==> config.mk <==
export PLATFORM = sky130hd
export DESIGN_NAME = neo_lb_ctrl
export DESIGN_NICKNAME = d
export VERILOG_FILES = /design/src/rtl/neo_lb_ctrl.sv
export SDC_FILE = /design/constraint.sdc
export NUM_CORES = 1
export LEC_CHECK = 0
export BUFFER_PORTS_ARGS = -buffer_cell sky130_fd_sc_hd__buf_2
export CAP_MARGIN = 5
export CORE_AREA = 2 2 69 71
export CTS_CLUSTER_DIAMETER = 120
export DETAILED_ROUTE_END_ITERATION = 12
export DIE_AREA = 0 0 71 73
export GPL_TIMING_DRIVEN = 0
export HOLD_SLACK_MARGIN = 0.06
export PLACE_DENSITY_LB_ADDON = 0.15
export SYNTH_ARGS = -nofsm -noshare
export SYNTH_HDL_FRONTEND = slang
export SYNTH_SLANG_ARGS = --single-unit
export TNS_END_PERCENT = 5
==> constraint.sdc <==
create_clock -name CLK -period 3.7 [get_ports CLK]
set_input_delay 0.37 -clock CLK [delete_from_list [all_inputs] [get_ports CLK]]
set_output_delay 0.37 -clock CLK [all_outputs]
set_load 0.05 [all_outputs]
==> src/rtl/neo_lb_ctrl.sv <==
// neo_lb_ctrl: line-buffer sequencer for a double-buffered sprite line buffer.
// One buffer pair is displayed (read, then cleared) while the other pair is
// rendered (sprite strips written). TMS0 swaps the roles at every scanline.
// Display FSM: loads address 0, then clocks both display buffers once every
// two pixel ticks for 384 pixels. Render FSM: loads the strip start address,
// then writes up to eight pixel pairs into the render pair.
// All sequencing advances only on ticks (CLK_EN_6MB high).
module neo_lb_ctrl (
  input  logic       CLK,
  input  logic       nRST,
  input  logic       CLK_EN_6MB,
  input  logic       LINE_START,
  input  logic       ACTIVE_LINE,
  input  logic       SPR_REQ,
  input  logic [8:0] SPR_X,
  output logic       SPR_ACK,
  input  logic       PIX_VALID,
  input  logic [1:0] PIX_OPAQUE,
  output logic [3:0] WE,
  output logic [3:0] CK,
  output logic       LD1,
  output logic       LD2,
  output logic [7:0] LB_ADDR,
  output logic       SS1,
  output logic       SS2,
  output logic       TMS0,
  output logic       RENDER_BUSY
);

  typedef enum logic [1:0] {D_IDLE, D_LOAD, D_RUN} d_state_t;
  typedef enum logic [1:0] {R_IDLE, R_LOAD, R_WRITE} r_state_t;

  d_state_t   d_state_q, d_state_d;
  r_state_t   r_state_q, r_state_d;
  logic [8:0] pix_cnt_q, pix_cnt_d;
  logic [2:0] pair_cnt_q, pair_cnt_d;
  logic       tms0_q, tms0_d;
  logic [7:0] lb_addr_q, lb_addr_d;
  logic [3:0] we_q, we_d;
  logic [3:0] ck_q, ck_d;
  logic       ld1_q, ld1_d;
  logic       ld2_q, ld2_d;
  logic       ack_q, ack_d;

  // Internal pulses, not yet mapped onto a physical pair
  logic       disp_ld, disp_ck;
  logic       rend_ld, rend_ck;
  logic [1:0] rend_we;

  // State and registered strobes; everything clears asynchronously on nRST
  always_ff @(posedge CLK or negedge nRST) begin
    if (!nRST) begin
      d_state_q  <= D_IDLE;
      r_state_q  <= R_IDLE;
      pix_cnt_q  <= '0;
      pair_cnt_q <= '0;
      tms0_q     <= 1'b0;
      lb_addr_q  <= '0;
      we_q       <= '0;
      ck_q       <= '0;
      ld1_q      <= 1'b0;
      ld2_q      <= 1'b0;
      ack_q      <= 1'b0;
    end else begin
      d_state_q  <= d_state_d;
      r_state_q  <= r_state_d;
      pix_cnt_q  <= pix_cnt_d;
      pair_cnt_q <= pair_cnt_d;
      tms0_q     <= tms0_d;
      lb_addr_q  <= lb_addr_d;
      we_q       <= we_d;
      ck_q       <= ck_d;
      ld1_q      <= ld1_d;
      ld2_q      <= ld2_d;
      ack_q      <= ack_d;
    end
  end

  // Display FSM: pair swap at line start, address load, then 384-pixel readout
  always_comb begin
    d_state_d = d_state_q;
    pix_cnt_d = pix_cnt_q;
    tms0_d    = tms0_q;
    disp_ld   = 1'b0;
    disp_ck   = 1'b0;
    if (CLK_EN_6MB) begin
      if (LINE_START) begin
        tms0_d    = ~tms0_q;
        d_state_d = D_LOAD;
      end else begin
        case (d_state_q)
          D_LOAD: begin
            disp_ld   = 1'b1;
            pix_cnt_d = '0;
            d_state_d = D_RUN;
          end
          D_RUN: begin
            pix_cnt_d = pix_cnt_q + 9'd1;
            // Each buffer word holds a pixel pair, so advance on odd pixels
            disp_ck   = pix_cnt_q[0];
            if (pix_cnt_q == 9'd383) d_state_d = D_IDLE;
          end
          default: ;
        endcase
      end
    end
  end

  // Render FSM: strip address load (yields to display load), then 8 pair writes
  always_comb begin
    r_state_d  = r_state_q;
    pair_cnt_d = pair_cnt_q;
    rend_ld    = 1'b0;
    rend_ck    = 1'b0;
    rend_we    = 2'b00;
    if (CLK_EN_6MB) begin
      case (r_state_q)
        R_IDLE: begin
          if (SPR_REQ) r_state_d = R_LOAD;
        end
        R_LOAD: begin
          if (LINE_START) begin
            r_state_d = R_IDLE;
          end else if (d_state_q != D_LOAD) begin
            // LB_ADDR is shared; the display load owns it on its tick
            rend_ld    = 1'b1;
            pair_cnt_d = '0;
            r_state_d  = R_WRITE;
          end
        end
        R_WRITE: begin
          if (LINE_START) begin
            r_state_d = R_IDLE;
          end else if (PIX_VALID) begin
            rend_ck    = 1'b1;
            rend_we    = {PIX_OPAQUE[1], PIX_OPAQUE[0]};
            pair_cnt_d = pair_cnt_q + 3'd1;
            if (pair_cnt_q == 3'd7) r_state_d = R_IDLE;
          end
        end
        default: r_state_d = R_IDLE;
      endcase
    end
  end

  // Map pulses onto pairs: TMS0=0 renders top {TL,TR} and displays bottom
  always_comb begin
    we_d      = '0;
    ck_d      = '0;
    ld1_d     = 1'b0;
    ld2_d     = 1'b0;
    ack_d     = rend_ld;
    lb_addr_d = lb_addr_q;
    if (disp_ld)      lb_addr_d = 8'd0;
    else if (rend_ld) lb_addr_d = SPR_X[8:1];
    if (!tms0_q) begin
      we_d[3:2] = rend_we;
      ck_d[3:2] = {2{rend_ck}};
      ck_d[1:0] = {2{disp_ck}};
      ld2_d     = rend_ld;
      ld1_d     = disp_ld;
    end else begin
      we_d[1:0] = rend_we;
      ck_d[1:0] = {2{rend_ck}};
      ck_d[3:2] = {2{disp_ck}};
      ld1_d     = rend_ld;
      ld2_d     = disp_ld;
    end
  end

  assign WE          = we_q;
  assign CK          = ck_q;
  assign LD1         = ld1_q;
  assign LD2         = ld2_q;
  assign SPR_ACK     = ack_q;
  assign LB_ADDR     = lb_addr_q;
  assign TMS0        = tms0_q;
  assign SS1         = (d_state_q == D_RUN) && ACTIVE_LINE && !tms0_q;
  assign SS2         = (d_state_q == D_RUN) && ACTIVE_LINE && tms0_q;
  assign RENDER_BUSY = (r_state_q != R_IDLE);

endmodule
==> results of run 1 <==
-- cell usage in the layout, fill, tap and decap left out, types with 5 or more instances in the layout --
| cell | netlist | layout |
|---|---|---|
| nor2_1 | 8 | 8 |
| inv_1 | 11 | 11 |
| clkbuf_1 | 5 | 5 |
| buf_2 | 3 | 42 |
| ha_1 | 5 | 5 |
| o21ai_0 | 18 | 18 |
| nand2_1 | 21 | 21 |
| dfrtp_1 | 34 | 34 |
| nand3_1 | 12 | 12 |
| clkbuf_8 | 0 | 6 |
| a21oi_1 | 8 | 8 |
-- registers in the layout, indices dropped and copies added (netlist names) --
register / count
pix_cnt_q: 9
LB_ADDR: 8
WE: 4
pair_cnt_q: 3
CK: 2
d_state_q: 2
r_state_q: 2
LD1: 1
LD2: 1
SPR_ACK: 1
TMS0: 1
-- metal layers --
| metal | vias up | part of all wire, % |
|---|---|---|
| met3 | 5 | 3.5 |
| met1 | 683 | 46 |
| met2 | 25 | 49 |
| met5 | - | 0 |
| li1 | 721 | - |
| met4 | 0 | 1.3 |
-- critical path, stage by stage (launching register included) --
cell	delay [ps]
dfrtp_1	410
inv_1	70
ha_1	130
clkbuf_1	290
clkbuf_1	400
and3_1	220
buf_2	260
-- path summary, 6_finish.rpt --
check	from	to	slack, ps	cells past startpoint
worst max-delay path	d_state_q[0]$_DFFE_PN0P_	SS2	1250	6
worst min-delay path	nRST	r_state_q[0]$_DFFE_PN0P_	140	1
worst max register to register	d_state_q[0]$_DFFE_PN0P_	pix_cnt_q[8]$_DFFE_PN0P_	1810	5
worst min register to register	LB_ADDR[7]$_DFFE_PN0P_	LB_ADDR[7]$_DFFE_PN0P_	530	2
max in group asynchronous	nRST	LB_ADDR[4]$_DFFE_PN0P_	3070	1
min in group CLK	PIX_OPAQUE[0]	WE[0]$_DFF_PN0_	290	3
-- logic make-up (layout without fill, tap and decap cells) --
group | after synthesis | after routing | synth area share [%]
simple gates | 72 | 72 | 23.4
compound gates | 42 | 42 | 15.5
flops | 34 | 34 | 49.8
buf+inv | 22 | 69 | 5.93
fa+ha+maj | 5 | 5 | 3.66
mux | 2 | 2 | 1.17
xor+xnor | 1 | 1 | 0.513
-- per-stage QoR --
stage,std cells,area (µm²),utilization [%],hold slack [ps]
floorplan,178,1710,-,74.4
global placement,271,1970,43.5,484
detailed placement,271,1970,43.5,489
CTS,279,2110,46.6,168
global route,279,2110,46.6,214
finish,279,2110,46.6,144
-- layout make-up --
| class | instances | area share, % |
|---|---|---|
| sequential | 34 | 40.2 |
| multi-input combinational | 122 | 35.8 |
| timing repair buffer | 39 | 9.23 |
| clock buffer | 6 | 3.91 |
| tap | 54 | 3.20 |
| clock inverter | 2 | 2.84 |
| buffer | 11 | 2.84 |
| inverter | 11 | 1.95 |
-- power by group --
group	switching, mW	internal (mW)
logic	0.442	0.182
registers	0.0783	0.471
clock network	0.140	0.287
-- synthesized netlist by cell type (all sizes together) (2+ instances only) --
master,count,area (µm²)
nand3b,3,22.5
clkbuf,5,18.8
inv,11,41.3
or4,2,15.0
mux2i,2,20.0
nand4b,3,26.3
o31ai,3,22.5
nor2,8,30.0
buf,6,41.3
nand4,2,12.5
or3b,3,28.8
a21oi,8,40.0
nor3b,2,15.0
dfrtp,34,851
and2,3,18.8
nand3,12,60.1
o21ai,18,90.1
ha,5,62.6
nand2b,3,18.8
a31oi,2,12.5
and3,3,18.8
nand2,21,78.8
==> metrics.yaml, run 1 <==
cts.repair.resized: 0
finalWirelength_um: 3720
synth_edf_count: 0
dr.first_iter.drc_count: 72
start_kind: "flop"
gr-max-usage-layer: "met2"
postSynthAreaPerCell_um2: 9.60
regArea_um2: 851
track_usage_pct: 15.8
async_flop_share_pct: 100
worstPathArrival_ps: 2080
ir_drop_mv: 0.236
avgViaCountPerCell: 5.14
worstPathRequired_ps: 3330
antenna_found_initial: 0
yosysWarnings: 0
period_minus_slack_ps: 2450
core_area_um2: 4540
tritoncts: "built"
end_kind: "output pin"
rsz0062_at_grt: "no"
initial_utilization_pct: 37.7
maxCapViolCount: 0
yosysSeqAreaShare_pct: 49.8
critPathKind: "flop to output pin"
clkLatencyLatePin_ps: 290
relSlewSlack_pct: 49.6
synth_flop_cell: "dfrtp_1"
fill_cells: 440
firstDrtPassIters: 4
cts-hold-fix-buffers: 0
grt_use_met3_pct: 3.87
grt_pass1_wl_um: 6420
num_rows: 25
dp_slack_ps: 1560
grt_max_degree: 35
timing.fmax_mhz: 409
port_buffers: 39
fin_crit_sh_pct: 66.2
via_count: 1434
clock_skew_ps: 7.74
dieArea_um2: 5180
grt-ovfl-total: 0
grt.met1_usage_pct: 20.9
htree_levels: 2
ys_types: 45
power.density_nw_per_um2: 757
syn_inst: 178
die_x_um: 71
post_drt_wl_per_cell_um: 13.3
post_cts_buffers: 0
die-height_um: 73
clkTransAtPathRegs_ps: 70
hpwl_um: 2620
ant_nets: 0
outcome: "finished, final reports clean"
grt_pass1_vias: 1357
hold_path.class: "input port to asynchronous set/reset pin"
slew_violations: 0
gp_congestion: 0.843
multi_input_area_um2: 757
root_buffer: "clkbuf_8"
hold_viol_final: 0
globalRouteMet2Util_pct: 25.3
synth_area_um2: 1710
diodes: 0
layout.nets: 247
final-setup-viol-count: 0
leakage_nw: 1.05
crit_fanout: 10
synth_nets: 201
drc: 0
tightest_slew_ps: 757
drive_gt1_share_pct: 25.3
cts_sinks: 34
ys_seq_elements: 34
setup_ws_ps: 1250
fin_tns_setup_ps: 0
clk_path_buf_depth: 2
cts_buffers: 5
power_mw: 1.60
io_pins: 41
syn_to_final_growth_pct: 23.7
Note: power is estimated with default switching activity, not from simulation.
==> inputs of run 2 (changes only) <==
==> constraint.sdc (replaced) <==
create_clock -name CLK -period 2.3 [get_ports CLK]
set_input_delay 0.23 -clock CLK [delete_from_list [all_inputs] [get_ports CLK]]
set_output_delay 0.23 -clock CLK [all_outputs]
set_load 0.05 [all_outputs]
==> run 2 against run 1 <==
Effect of this change:
- flip-flop and latch count stayed put
- clock power is 61% higher
- clock skew is 2.2 ps higher
- final cell count is 0.36% higher
- highest routed layer unchanged
- combinational power is 62% higher
- first-iteration DRC count is 11% higher
- core utilization is 0.25 points higher
- global-route usage stayed put
- register-to-register slack worse by 1400 ps
- critical path depth stayed put
- die area stayed put
==> metrics.yaml, run 2 (synthesized netlist as in run 1, its figures left out) <==
grt_max_degree: 35
worstHoldPathCells: 3
p_switching_mw: 1.07
slew_violations: 0
start_kind: "flop"
mostFrequentLayoutCell: "buf_2"
leakage_nw: 1.06
ant_nets: 0
timing.fmax_mhz: 461
critPathKind: "flop to output pin"
power.density_nw_per_um2: 1210
final-setup-viol-count: 0
initial_utilization_pct: 37.7
dr.first_iter.drc_count: 80
clkLatencyLatePin_ps: 290
worstPathRequired_ps: 2070
reg2reg_depth: 5
firstDrtPassIters: 4
fin_crit_sh_pct: 94.3
clk_path_buf_depth: 2
clkTransAtPathRegs_ps: 70
grt-ovfl-total: 0
crit_fanout: 10
period_minus_slack_ps: 2170
cts_sinks: 34
maxCapViolCount: 0
worstPathArrival_ps: 1940
layout.nets: 248
grt_pass1_vias: 1357
grt_pass1_wl_um: 6420
syn_to_final_growth_pct: 24.4
htree_levels: 2
hold_viol_final: 0
tightest_slew_ps: 756
drc: 0
fin_tns_setup_ps: 0
final_area_um2: 2130
rsz0062_at_grt: "no"
tritoncts: "built"
post_drt_wl_per_cell_um: 13.4
holdWs_ps: 151
dieArea_um2: 5180
swShare_pct: 41.3
hold_path.class: "input port to flop"
internal_power_mw: 1.52
final_cell_mix: "42 x buf_2, 34 x dfrtp_1, 21 x nand2_1, 18 x o21ai_0, 12 x nand3_1"
core_area_um2: 4540
avgViaCountPerCell: 5.17
diodes: 0
track_usage_pct: 15.8
end_kind: "output pin"
root_buffer: "clkbuf_8"
die-height_um: 73
via_count: 1447
largest_reg_flops: 9
gp_congestion: 0.843
clock_skew_ps: 9.97
hpwl_um: 2620
power.share.clock_pct: 26.8
ir_drop_mv: 0.381
power_frac_comb_pct: 39.1
finalWirelength_um: 3740
outcome: "finished, final reports clean"
die_x_um: 71
antenna_found_initial: 0
port_buffers: 39
place_area_um2: 1970
fill_cells: 438
num_rows: 25
drive_gt1_share_pct: 25.7
power_frac_seq_pct: 34.2
regMostFlops: "pix_cnt_q"
cts_buffers: 5
relSlewSlack_pct: 49.6
io_pins: 41
==> run 2: cell types whose count changed in the layout (fill, tap and decap cells not counted) <==
| cell | before | now |
|---|---|---|
| clkbuf_1 | 5 | 4 |
| clkbuf_2 | 0 | 1 |
| dlygate4sd3_1 | 0 | 1 |
==> run 2: metrics by stage <==
| stage | worst slack, ps | utilization [%] | instances | power, mW |
|---|---|---|---|---|
| 2_1_floorplan | 290 | - | 178 | 1.64 |
| 3_3_place_gp | 334 | 43.5 | 271 | 1.89 |
| 3_5_place_dp | 302 | 43.5 | 271 | 1.90 |
| 4_1_cts | 121 | 46.9 | 280 | 2.60 |
| 5_1_grt | 25.0 | 46.9 | 280 | 2.74 |
| 6_report | 130 | 46.9 | 280 | 2.58 |
==> run 2: critical path, stage by stage, from the launching register on <==
cell	delay (ps)
dfrtp_1	410
inv_1	70
ha_1	130
clkbuf_1	300
clkbuf_2	300
and3_1	180
buf_2	260
==> run 2: layer usage <==
| metal | vias to the layer above | share of wire (%) | track usage (%) | wire, µm |
|---|---|---|---|---|
| met3 | 5 | 3.6 | 3.87 | 136 |
| li1 | 723 | - | - | - |
| met5 | - | 0 | 0 | 0 |
| met1 | 689 | 46 | 20.9 | 1720 |
| met2 | 30 | 49 | 25.3 | 1840 |
| met4 | 0 | 1.3 | 5.87 | 48 |
==> run 2: worst paths after layout <==
check / slack [ps] / to / startpoint
worst max-delay path: 130 / SS2 / d_state_q[0]$_DFFE_PN0P_
worst min-delay path: 150 / WE[1]$_DFF_PN0_ / PIX_OPAQUE[1]
worst max register to register: 410 / pix_cnt_q[8]$_DFFE_PN0P_ / d_state_q[0]$_DFFE_PN0P_
worst min register to register: 530 / LB_ADDR[7]$_DFFE_PN0P_ / LB_ADDR[7]$_DFFE_PN0P_
max in group asynchronous: 1270 / LB_ADDR[4]$_DFFE_PN0P_ / nRST
min in group asynchronous: 540 / r_state_q[0]$_DFFE_PN0P_ / nRST
==> run 2: final cells by class <==
class                           count  area, µm²  area share (%)
Tap cell                           54       67.6            3.18
Inverter                           11       41.3            1.94
Multi-Input combinational cell    122        757            35.6
Timing Repair Buffer               40        205            9.65
Sequential cell                    34        851            40.0
Buffer                             11       61.3            2.88
Clock inverter                      2       60.1            2.83
Clock buffer                        6       82.6            3.88
==> run 2: repair_timing <==
action,4_1_cts,5_1_grt
resized for setup,1,0
setup endpoints to repair,1,0
endpoints found under the hold margin,34,0
hold buffers,1,0
buffers inserted,0,0
==> run 2: power groups by stage <==
stage,combinational (mW),clock [mW],sequential [mW]
6_report,1.01,0.691,0.882
5_1_grt,1.10,0.729,0.910
4_1_cts,1.02,0.701,0.883
3_5_place_dp,1.01,0,0.894
3_3_place_gp,1.00,0,0.894
2_1_floorplan,0.489,0,1.15
==> inputs of run 3 (changes only) <==
--- a/config.mk
+++ b/config.mk
@@ -14,6 +14,7 @@
 export GPL_TIMING_DRIVEN = 0
 export HOLD_SLACK_MARGIN = 0.06
 export PLACE_DENSITY_LB_ADDON = 0.15
+export REMOVE_ABC_BUFFERS = 1
 export SYNTH_ARGS = -nofsm -noshare
 export SYNTH_HDL_FRONTEND = slang
 export SYNTH_SLANG_ARGS = --single-unit
==> run 3 against run 2 <==
Effect of this change:
- clock skew shrank 5.3 ps
- register-to-register slack got worse by 100 ps
- sequential share of layout area is 2.1 points higher
- global-route usage is 1.4 points higher
- final cell count fell by 3.9%
- power fell by 9.0%
- flip-flop and latch count stayed put
- largest power group unchanged
- highest routed layer unchanged
- sequential power increased by 3.3%
- die area unchanged
- maximum frequency rose by 7.3%
- largest cell class unchanged
- combinational power shrank 4%
- worst hold slack improved by 8.8 ps
==> metrics.yaml, run 3 (synthesized netlist as in run 1, its figures left out) <==
critPathKind: "flop to output pin"
hold_viol_final: 0
r2r_slack_ps: 310
timing.fmax_mhz: 495
hpwl_um: 2780
via_count: 1428
instances_no_fill: 269
crit_end: "SS2"
dr.first_iter.drc_count: 108
track_usage_pct: 17.2
fin_tns_setup_ps: 0
power.density_nw_per_um2: 1160
final_cell_mix: "39 x buf_2, 34 x dfrtp_1, 21 x nand2_1, 18 x o21ai_0, 12 x nand3_1"
outcome: "finished, final reports clean"
die-height_um: 73
clkTransAtPathRegs_ps: 70
layout.nets: 237
htree_levels: 2
num_rows: 25
root_buffer: "clkbuf_8"
rr_startpoint: "d_state_q[1]$_DFFE_PN0P_"
dp.cells: 260
crit_fanout: 18
regMostFlops: "pix_cnt_q"
reg2reg_depth: 6
final_area_um2: 2020
diodes: 0
period_minus_slack_ps: 2020
worstPathRequired_ps: 2070
fin_crit_sh_pct: 87.9
dieArea_um2: 5180
finalWirelength_um: 4030
power_mw: 2.35
antenna_found_initial: 0
slew_violations: 0
end_kind: "output pin"
cp-startpoint: "d_state_q[0]$_DFFE_PN0P_"
post_cts_buffers: 0
cts_sinks: 34
clk_path_buf_depth: 2
avgViaCountPerCell: 5.31
grt-ovfl-total: 0
cts_buffers: 5
rsz0062_at_grt: "no"
port_buffers: 39
leakage_nw: 1.00
core_area_um2: 4540
firstDrtPassIters: 4
initial_utilization_pct: 37.7
tritoncts: "built"
final-setup-viol-count: 0
ant_nets: 0
hold_path.class: "input port to flop"
mostFrequentLayoutCell: "buf_2"
fill_cells: 440
grt_pass1_wl_um: 6860
syn_to_final_growth_pct: 18.3
drc: 0
post_drt_wl_per_cell_um: 15.0
clock_skew_ps: 4.62
clkLatencyLatePin_ps: 280
start_kind: "flop"
place_area_um2: 1910
ir_drop_mv: 0.335
relSlewSlack_pct: 46.8
gp_congestion: 0.776
timing.rr.end: "LB_ADDR[1]$_DFFE_PN0P_"
io_pins: 41
worstPathArrival_ps: 1790
tightest_slew_ps: 799
drive_gt1_share_pct: 24.2
maxCapViolCount: 0
die_x_um: 71
largest_reg_flops: 9
hp-start: "PIX_OPAQUE[1]"
grt_max_degree: 35
holdWs_ps: 160
grt_pass1_vias: 1424
## run 3: changes by cell type in the layout (fill, tap and decap cells not counted), moves of 2 or more
cell       before  now
bufinv_16       2    0
buf_4           2    0
clkbuf_1        4    0
buf_2          42   39
## run 3: final cells by class
cell class / instances / area (µm²) / share of cell area [%]
Inverter: 11 / 41.3 / 2.04
Multi-Input combinational cell: 122 / 762 / 37.7
Clock buffer: 6 / 82.6 / 4.08
Timing Repair Buffer: 40 / 205 / 10.1
Sequential cell: 34 / 851 / 42.1
Clock inverter: 2 / 12.5 / 0.619
Tap cell: 54 / 67.6 / 3.34
## run 3: worst max-delay path, stage by stage, from the launching register on
cell,delay (ps)
dfrtp_1,410
inv_1,70
ha_1,530
and3_1,240
buf_2,250
## run 3: how the worst min path moves through the flow
stage / slack [ps] / endpoint / depth (start not counted)
finish: 160 / WE[1]$_DFF_PN0_ / 3
global route: 140 / WE[1]$_DFF_PN0_ / 3
CTS: 150 / WE[0]$_DFF_PN0_ / 3
detailed placement: 360 / pair_cnt_q[1]$_DFFE_PN0P_ / 1
global placement: 330 / pair_cnt_q[1]$_DFFE_PN0P_ / 1
floorplan: -70 / CK[1]$_DFF_PN0_ / 0
## run 3: stage by stage
stage | utilization (%) | setup WS (ps)
finish | 44.6 | 278
global route | 44.6 | 122
CTS | 44.6 | 254
detailed placement | 42.2 | -140
global placement | 42.2 | -116
floorplan | - | 441
## run 3: where the power goes
| part | internal [mW] | switching, mW |
|---|---|---|
| Sequential | 0.757 | 0.154 |
| Clock | 0.241 | 0.226 |
| Combinational | 0.282 | 0.690 |
## run 3: what timing repair did
action,in CTS,in global routing
hold buffers,1,0
resized for setup,1,0
endpoints found under the setup margin,6,0
endpoints found under the hold margin,34,0
## run 3: routing by layer
metal,track usage (%),up-vias,share of wire (%)
met4,5.87,0,1.3
met1,20.7,692,46
met5,0,-,0
li1,-,699,-
met2,30.0,31,49
met3,4.28,6,4.4
